File: src/rtl/adder_8b.sv
// 8-bit ripple-carry adder with carry-in/out and a registered result (one-cycle latency).
// Define ADDER_8B_FLAGS_EN to add registered two's-complement overflow (Ovf) and zero (Zero) flags.
module adder_8b (
    input  logic       clk,
    input  logic       rst_n,
    input  logic       in_valid,
    input  logic [7:0] A,
    input  logic [7:0] B,
    input  logic       Cin,
    output logic [7:0] S,
    output logic       Cout,
`ifdef ADDER_8B_FLAGS_EN
    output logic       Ovf,
    output logic       Zero,
`endif
    output logic       out_valid
);

    localparam int unsigned WIDTH = 8;

    logic [WIDTH-1:0] w_sum;
    logic [WIDTH:0]   w_carry;

    logic [WIDTH-1:0] r_sum;
    logic             r_cout;
    logic             r_valid;

    assign w_carry[0] = Cin;

    // Ripple chain: carry out of bit i feeds bit i+1.
    for (genvar i = 0; i < WIDTH; i++) begin : g_fa
        logic w_p;
        assign w_p          = A[i] ^ B[i];
        assign w_sum[i]     = w_p ^ w_carry[i];
        assign w_carry[i+1] = (A[i] & B[i]) | (w_carry[i] & w_p);
    end

    // Result and carry hold when in_valid is low; out_valid tracks the previous in_valid.
    always_ff @(posedge clk or negedge rst_n) begin
        if (!rst_n) begin
            r_sum   <= '0;
            r_cout  <= 1'b0;
            r_valid <= 1'b0;
        end else begin
            r_valid <= in_valid;
            if (in_valid) begin
                r_sum  <= w_sum;
                r_cout <= w_carry[WIDTH];
            end
        end
    end

    assign S         = r_sum;
    assign Cout      = r_cout;
    assign out_valid = r_valid;

`ifdef ADDER_8B_FLAGS_EN
    logic w_ovf;
    logic w_zero;
    logic r_ovf;
    logic r_zero;

    // Signed overflow: carry into the sign bit differs from carry out of it.
    assign w_ovf  = w_carry[WIDTH-1] ^ w_carry[WIDTH];
    assign w_zero = ~|w_sum;

    always_ff @(posedge clk or negedge rst_n) begin
        if (!rst_n) begin
            r_ovf  <= 1'b0;
            r_zero <= 1'b0;
        end else if (in_valid) begin
            r_ovf  <= w_ovf;
            r_zero <= w_zero;
        end
    end

    assign Ovf  = r_ovf;
    assign Zero = r_zero;
`endif

endmodule

File: config.mk
export PLATFORM = sky130hd
export DESIGN_NAME = adder_8b
export DESIGN_NICKNAME = d
export VERILOG_FILES = /design/src/rtl/adder_8b.sv
export SDC_FILE = /design/constraint.sdc
export NUM_CORES = 1
export LEC_CHECK = 0
export CORE_UTILIZATION = 34
export CTS_CLUSTER_DIAMETER = 80
export DETAILED_ROUTE_END_ITERATION = 10
export GPL_TIMING_DRIVEN = 0
export PLACE_DENSITY = 0.73
export SYNTH_ARGS = -nofsm -noshare
export SYNTH_HDL_FRONTEND = slang
export SYNTH_SLANG_ARGS = --single-unit
File: constraint.sdc
create_clock -name clk -period 0.8 [get_ports clk]
set_input_delay 0.08 -clock clk [delete_from_list [all_inputs] [get_ports clk]]
set_output_delay 0.08 -clock clk [all_outputs]
set_load 0.02 [all_outputs]
==> impl_metrics.env, run 1 <==
export IMPL_ys_seq_area_share_pct=43.2
export IMPL_critPathTopFamily="adder cells"
export IMPL_path_common_cell="fa_2"
export IMPL_p_leak_nw=0.469
export IMPL_post_route_period_util_pct=372
export IMPL_worstPathRequired_ps=980
export IMPL_drc=0
export IMPL_htreeDepth=1
export IMPL_grt_usage_pct=13.3
export IMPL_drt_iter0_drc=1
export IMPL_die_h_um=43.3
export IMPL_path_cells="buf_6 -> fa_2 -> inv_2 -> fa_2 -> inv_2 -> fa_2 -> fa_2 -> fa_2 -> fa_2 -> fa_2 -> inv_2 -> fa_1 -> mux2i_1"
export IMPL_syn_to_final_growth_pct=67.4
export IMPL_layout_nets=103
export IMPL_cts_buffers=3
export IMPL_n_antenna_cell=0
export IMPL_clockRootBuffer="clkbuf_4"
export IMPL_layout_drive_gt1_share_pct=51.4
export IMPL_met3_usage_pct=3.83
export IMPL_gp_congestion=0.612
export IMPL_relSlewSlack_pct=71.0
export IMPL_worstMarginPinSlew_ps=433
export IMPL_critical_path_class="primary input to register"
export IMPL_pwr_share_comb_pct=40.3
export IMPL_cp_max_fo=1
export IMPL_viasPerCell=4.38
export IMPL_reg2regPathDepth=1
export IMPL_rr_endpoint="S[5]"
export IMPL_hold_slack_ps=126
export IMPL_wl_per_cell_um=11.4
export IMPL_ios=30
export IMPL_cpPeakStageDelay_ps=400
export IMPL_ir_worst_vdd_mv=1.05
export IMPL_hold_path_class="primary input to async pin"
export IMPL_fin_util_pct=62.9
export IMPL_rrSetupSlack_ps=20
export IMPL_cts_tree="built"
export IMPL_cts_max_path_buffers=2
export IMPL_grt_use_met1_pct=16.0
export IMPL_violations="setup timing"
export IMPL_ant_nets=0
export IMPL_clock_skew_ps=0
export IMPL_yosys_warnings=0
export IMPL_wirelength_um=1020
export IMPL_synth_nets=66
export IMPL_synthSimpleGateAreaFrac_pct=0
export IMPL_worstReg2RegStart="S[5]"
export IMPL_dieArea_sq_mm=0.00187
export IMPL_status="finished with violations"
export IMPL_fin_crit_ps=2980
export IMPL_synth_compound_area_share_pct=0
export IMPL_seq_power_share_pct=36.8
export IMPL_fmaxAchievable_ghz=0.336
export IMPL_power_internal_w=0.00134
export IMPL_p_per_area_mw_per_mm2=1950
export IMPL_antenna_found_initial=0
export IMPL_vias=394
export IMPL_synth_xor_area_share_pct=0
export IMPL_netlist_instances=38
export IMPL_total_power_w=0.00189
export IMPL_grt_pass1_wl_um=1730
export IMPL_multi_input_area_sq_um=298
export IMPL_synth_fa_ha_area_share_pct=27.6
export IMPL_seqCellArea_sq_um=250
export IMPL_cts_hold_buf=0
export IMPL_hpwl_um=822
export IMPL_synth_cell_types=6
export IMPL_rsz0062_at_grt="true"
export IMPL_drv_slew=0
export IMPL_cp_arrival_ps=3160
export IMPL_fin_ws_ps=-2180
export IMPL_clk_pin_slew_ps=60
export IMPL_drtPass1Iterations=2
export IMPL_final_hold_violation_count=0
export IMPL_grt_pass1_vias=440
export IMPL_fp_dieW_um=43.3
export IMPL_path_buf_inv=4
export IMPL_io_buffer_count=29
export IMPL_clock_latency_ps=250
export IMPL_synth_top_family_by_area="adder cells"
export IMPL_coreArea_sq_mm=0.00154
export IMPL_synthMuxAreaShare_pct=20.7
export IMPL_grt_util_met2_pct=21.2
export IMPL_drv_cap=0
export IMPL_crit_path_end_kind="register"
export IMPL_switching_share_pct=28.9
export IMPL_fillers=141
export IMPL_num_rows=14
export IMPL_p_sw_w=0.000547
export IMPL_grt_busiest_layer="met2"
export IMPL_place_ws_ps=-2840
export IMPL_power_frac_clock_pct=22.9
export IMPL_synth_area_sq_um=579
export IMPL_cts_sinks=10
export IMPL_avgSynthCellArea_sq_um=15.2
export IMPL_cp_depth=13
export IMPL_critPathLaunchType="primary input"
export IMPL_crit_path_top_delay_cell="fa_1"
export IMPL_ys_ff_latch=10
export IMPL_overflow=0
export IMPL_setup_viol=18
export IMPL_grt_max_degree=11
export IMPL_start_util_pct=37.6
[cell usage in the layout (no fill, tap or decap)]
master | netlist | routed
mux2i_1 | 3 | 3
dfrtp_1 | 10 | 10
fa_1 | 8 | 1
dlygate4sd2_1 | 0 | 3
fa_2 | 0 | 7
buf_2 | 0 | 2
clkbuf_8 | 0 | 1
buf_6 | 1 | 13
inv_1 | 10 | 6
clkdlybuf4s50_1 | 0 | 13
buf_4 | 0 | 2
clkbuf_4 | 0 | 3
inv_2 | 0 | 4
mux2_4 | 6 | 6
[cell type report]
class / count / area share (%)
Sequential cell: 10 / 25.8
Timing Repair Buffer: 32 / 32.6
Tap cell: 16 / 2.06
Buffer: 1 / 1.16
Clock buffer: 4 / 3.74
Multi-Input combinational cell: 17 / 30.7
Inverter: 10 / 3.87
[synth_stat cells, drive strengths merged]
| cell | instances | area (sq um) |
|---|---|---|
| mux2i | 3 | 30.0 |
| buf | 1 | 11.3 |
| inv | 10 | 37.5 |
| mux2 | 6 | 90.1 |
| dfrtp | 10 | 250 |
| fa | 8 | 160 |
[routing by layer]
metal / vias up / part of all wire, %
li1: 184 / -
met2: 19 / 53
met3: 0 / 8.3
met5: - / 0
met1: 191 / 38
met4: 0 / 0
[worst max-delay path by stage]
stage,to,start,slack (ps)
2_1_floorplan,S[7],A[0],-2260
3_3_place_gp,S[7],A[0],-2800
3_5_place_dp,S[7],A[0],-2840
4_1_cts,S[7],A[0],-2310
5_1_grt,S[7],B[0],-2240
6_report,S[7],B[0],-2180
[kinds of logic after synthesis]
family | count (synthesis)
adders and majority gates | 8
DFF | 10
muxes | 9
buffers and inverters | 11
[power groups by stage]
stage / Sequential (W) / Clock (W) / Combinational, W
5_1_grt: 0.000707 / 0.000488 / 0.000815
2_1_floorplan: 0.000809 / 0 / 0.000238
3_5_place_dp: 0.000677 / 0 / 0.000753
6_report: 0.000696 / 0.000432 / 0.000762
3_3_place_gp: 0.000680 / 0 / 0.000732
4_1_cts: 0.000698 / 0.000450 / 0.000772
[state kept, by name (all words and copies together) (netlist names)]
register	count
S	8
Cout	1
out_valid	1
[timing repair]
| item | CTS | global route |
|---|---|---|
| endpoints found under the setup margin | 19 | 18 |
| gates resized for setup | 77 | 1 |
| gates cloned | 1 | 0 |
| pin swaps | 8 | 8 |
| buffers inserted | 2 | 0 |
[metrics by stage]
stage          instances  instance area (sq um)  setup TNS [ps]
3_5_place_dp          83                    907          -18550
3_3_place_gp          83                    907          -18190
6_report              90                    970          -11150
4_1_cts               90                    963          -11860
5_1_grt               90                    970          -11800
2_1_floorplan         38                    597          -11520
Note: power is estimated with default switching activity, not from simulation.
==> inputs of run 2 (changes only) <==
PLACE_DENSITY = 0.79   (was 0.73)
==> run 2 against run 1 <==
Against the previous run: the run still ends with setup timing left; worst hold slack got worse by 35 ps; die area did not move; first-iteration DRC count rose by 100%; flip-flop and latch count stayed put; via count rose by 0.76%; clock power up 5.3%; total power up 1.8%; combinational power increased by 2%; setup slack better by 18 ps; cell area grew 0.26%; critical path type unchanged; critical endpoint unchanged.
==> impl_metrics.env, run 2 (synthesis gave the netlist of run 1 again) <==
export IMPL_start_util_pct=37.6
export IMPL_cts_sinks=10
export IMPL_clockRootBuffer="clkbuf_4"
export IMPL_p_leak_nw=0.470
export IMPL_ios=30
export IMPL_ant_nets=0
export IMPL_antenna_found_initial=0
export IMPL_cp_endpoint="S[7]"
export IMPL_fp_dieW_um=43.3
export IMPL_path_common_cell="fa_2"
export IMPL_io_buffer_count=29
export IMPL_drt_iter0_drc=2
export IMPL_num_rows=14
export IMPL_fin_ws_ps=-2160
export IMPL_layout_drive_gt1_share_pct=51.4
export IMPL_hpwl_um=871
export IMPL_worstReg2RegStart="S[4]"
export IMPL_wl_per_cell_um=11.7
export IMPL_final_hold_violation_count=0
export IMPL_clk_pin_slew_ps=70
export IMPL_hold_slack_ps=91.6
export IMPL_critical_path_class="primary input to register"
export IMPL_setup_viol=18
export IMPL_placed_area_sq_um=907
export IMPL_clock_skew_ps=0
export IMPL_htreeDepth=1
export IMPL_grt_usage_pct=13.4
export IMPL_critPathLaunchType="primary input"
export IMPL_cp_startpoint="B[0]"
export IMPL_path_cells="buf_6 -> fa_2 -> inv_2 -> fa_2 -> inv_2 -> fa_2 -> fa_2 -> fa_2 -> fa_2 -> fa_2 -> inv_2 -> fa_1 -> mux2i_1"
export IMPL_critPathTopFamily="adder cells"
export IMPL_drtPass1Iterations=2
export IMPL_seqCellArea_sq_um=250
export IMPL_relSlewSlack_pct=70.1
export IMPL_syn_to_final_growth_pct=67.8
export IMPL_overflow=0
export IMPL_worstMarginPinSlew_ps=448
export IMPL_clock_latency_ps=260
export IMPL_design_area_sq_um=972
export IMPL_cp_arrival_ps=3150
export IMPL_path_buf_inv=4
export IMPL_cts_max_path_buffers=2
export IMPL_die_h_um=43.3
export IMPL_violations="setup timing"
export IMPL_dp_cells=83
export IMPL_fin_util_pct=63.1
export IMPL_multi_input_area_sq_um=298
export IMPL_crit_path_end_kind="register"
export IMPL_cp_max_fo=1
export IMPL_reg2regPathDepth=1
export IMPL_largest_reg_flops=8
export IMPL_dieArea_sq_mm=0.00187
export IMPL_n_antenna_cell=0
export IMPL_drv_cap=0
export IMPL_rrSetupSlack_ps=10
export IMPL_worstPathRequired_ps=990
export IMPL_cpPeakStageDelay_ps=400
export IMPL_fin_crit_ps=2960
export IMPL_post_route_period_util_pct=370
export IMPL_crit_path_top_delay_cell="fa_1"
export IMPL_grt_pass1_vias=450
export IMPL_ir_worst_vdd_mv=1.10
export IMPL_cp_depth=13
export IMPL_viasPerCell=4.41
export IMPL_hold_path_class="primary input to register"
export IMPL_rr_endpoint="S[4]"
export IMPL_p_per_area_mw_per_mm2=1980
export IMPL_gp_congestion=0.632
export IMPL_fin_cells=90
export IMPL_cts_tree="built"
export IMPL_vias=397
export IMPL_layout_nets=103
export IMPL_coreArea_sq_mm=0.00154
export IMPL_grt_max_degree=11
export IMPL_cts_buffers=3
export IMPL_drc=0
export IMPL_fmaxAchievable_ghz=0.338
export IMPL_mostFrequentLayoutCells="buf_6 (13), clkdlybuf4s50_1 (13), dfrtp_1 (10)"
export IMPL_status="finished with violations"
export IMPL_drv_slew=0
export IMPL_fillers=147
export IMPL_wirelength_um=1050
export IMPL_rsz0062_at_grt="true"
export IMPL_grt_pass1_wl_um=1770
[run 2: worst min-delay path by stage]
stage / startpoint / end / slack [ps] / cells after the start
after CTS: in_valid / out_valid / 90 / 1
after detailed placement: rst_n / Cout / 420 / 1
after global placement: rst_n / Cout / 430 / 1
after floorplan: rst_n / Cout / -220 / 0
after global routing: in_valid / out_valid / 80 / 1
final: in_valid / out_valid / 90 / 1
[run 2: layout make-up]
cell class / count / share of cell area (%)
multi-input combinational: 17 / 30.6
sequential: 10 / 25.7
timing repair buffer: 32 / 32.8
inverter: 10 / 3.86
tap: 16 / 2.06
buffer: 1 / 1.16
clock buffer: 4 / 3.73
[run 2: through the flow]
stage	TNS, ps	setup slack, ps	total power [W]
3_5_place_dp	-18390	-2830	0.00143
2_1_floorplan	-11520	-2260	0.00105
6_report	-11040	-2160	0.00192
5_1_grt	-11750	-2270	0.00204
4_1_cts	-11730	-2300	0.00193
3_3_place_gp	-18150	-2780	0.00141
[run 2: power breakdown]
part / total (W) / internal [W] / switching [W]
Sequential: 0.000693 / 0.000613 / 0.0000803
Combinational: 0.000776 / 0.000465 / 0.000311
Clock: 0.000455 / 0.000276 / 0.000179
Total: 0.00192 / 0.00135 / 0.000570
[run 2: repair_timing]
item	4_1_cts	5_1_grt
pin swaps	8	8
setup buffers	2	1
hold buffers	0	0
endpoints found under the setup margin	19	18
gates resized for setup	77	1
[run 2: routing by layer]
metal / track usage, % / vias up / wire (um)
met5: 0 / - / 0
met4: 1.82 / 0 / 0
met3: 7.23 / 0 / 90
met2: 24.8 / 18 / 595
met1: 13.2 / 196 / 368
li1: - / 183 / -
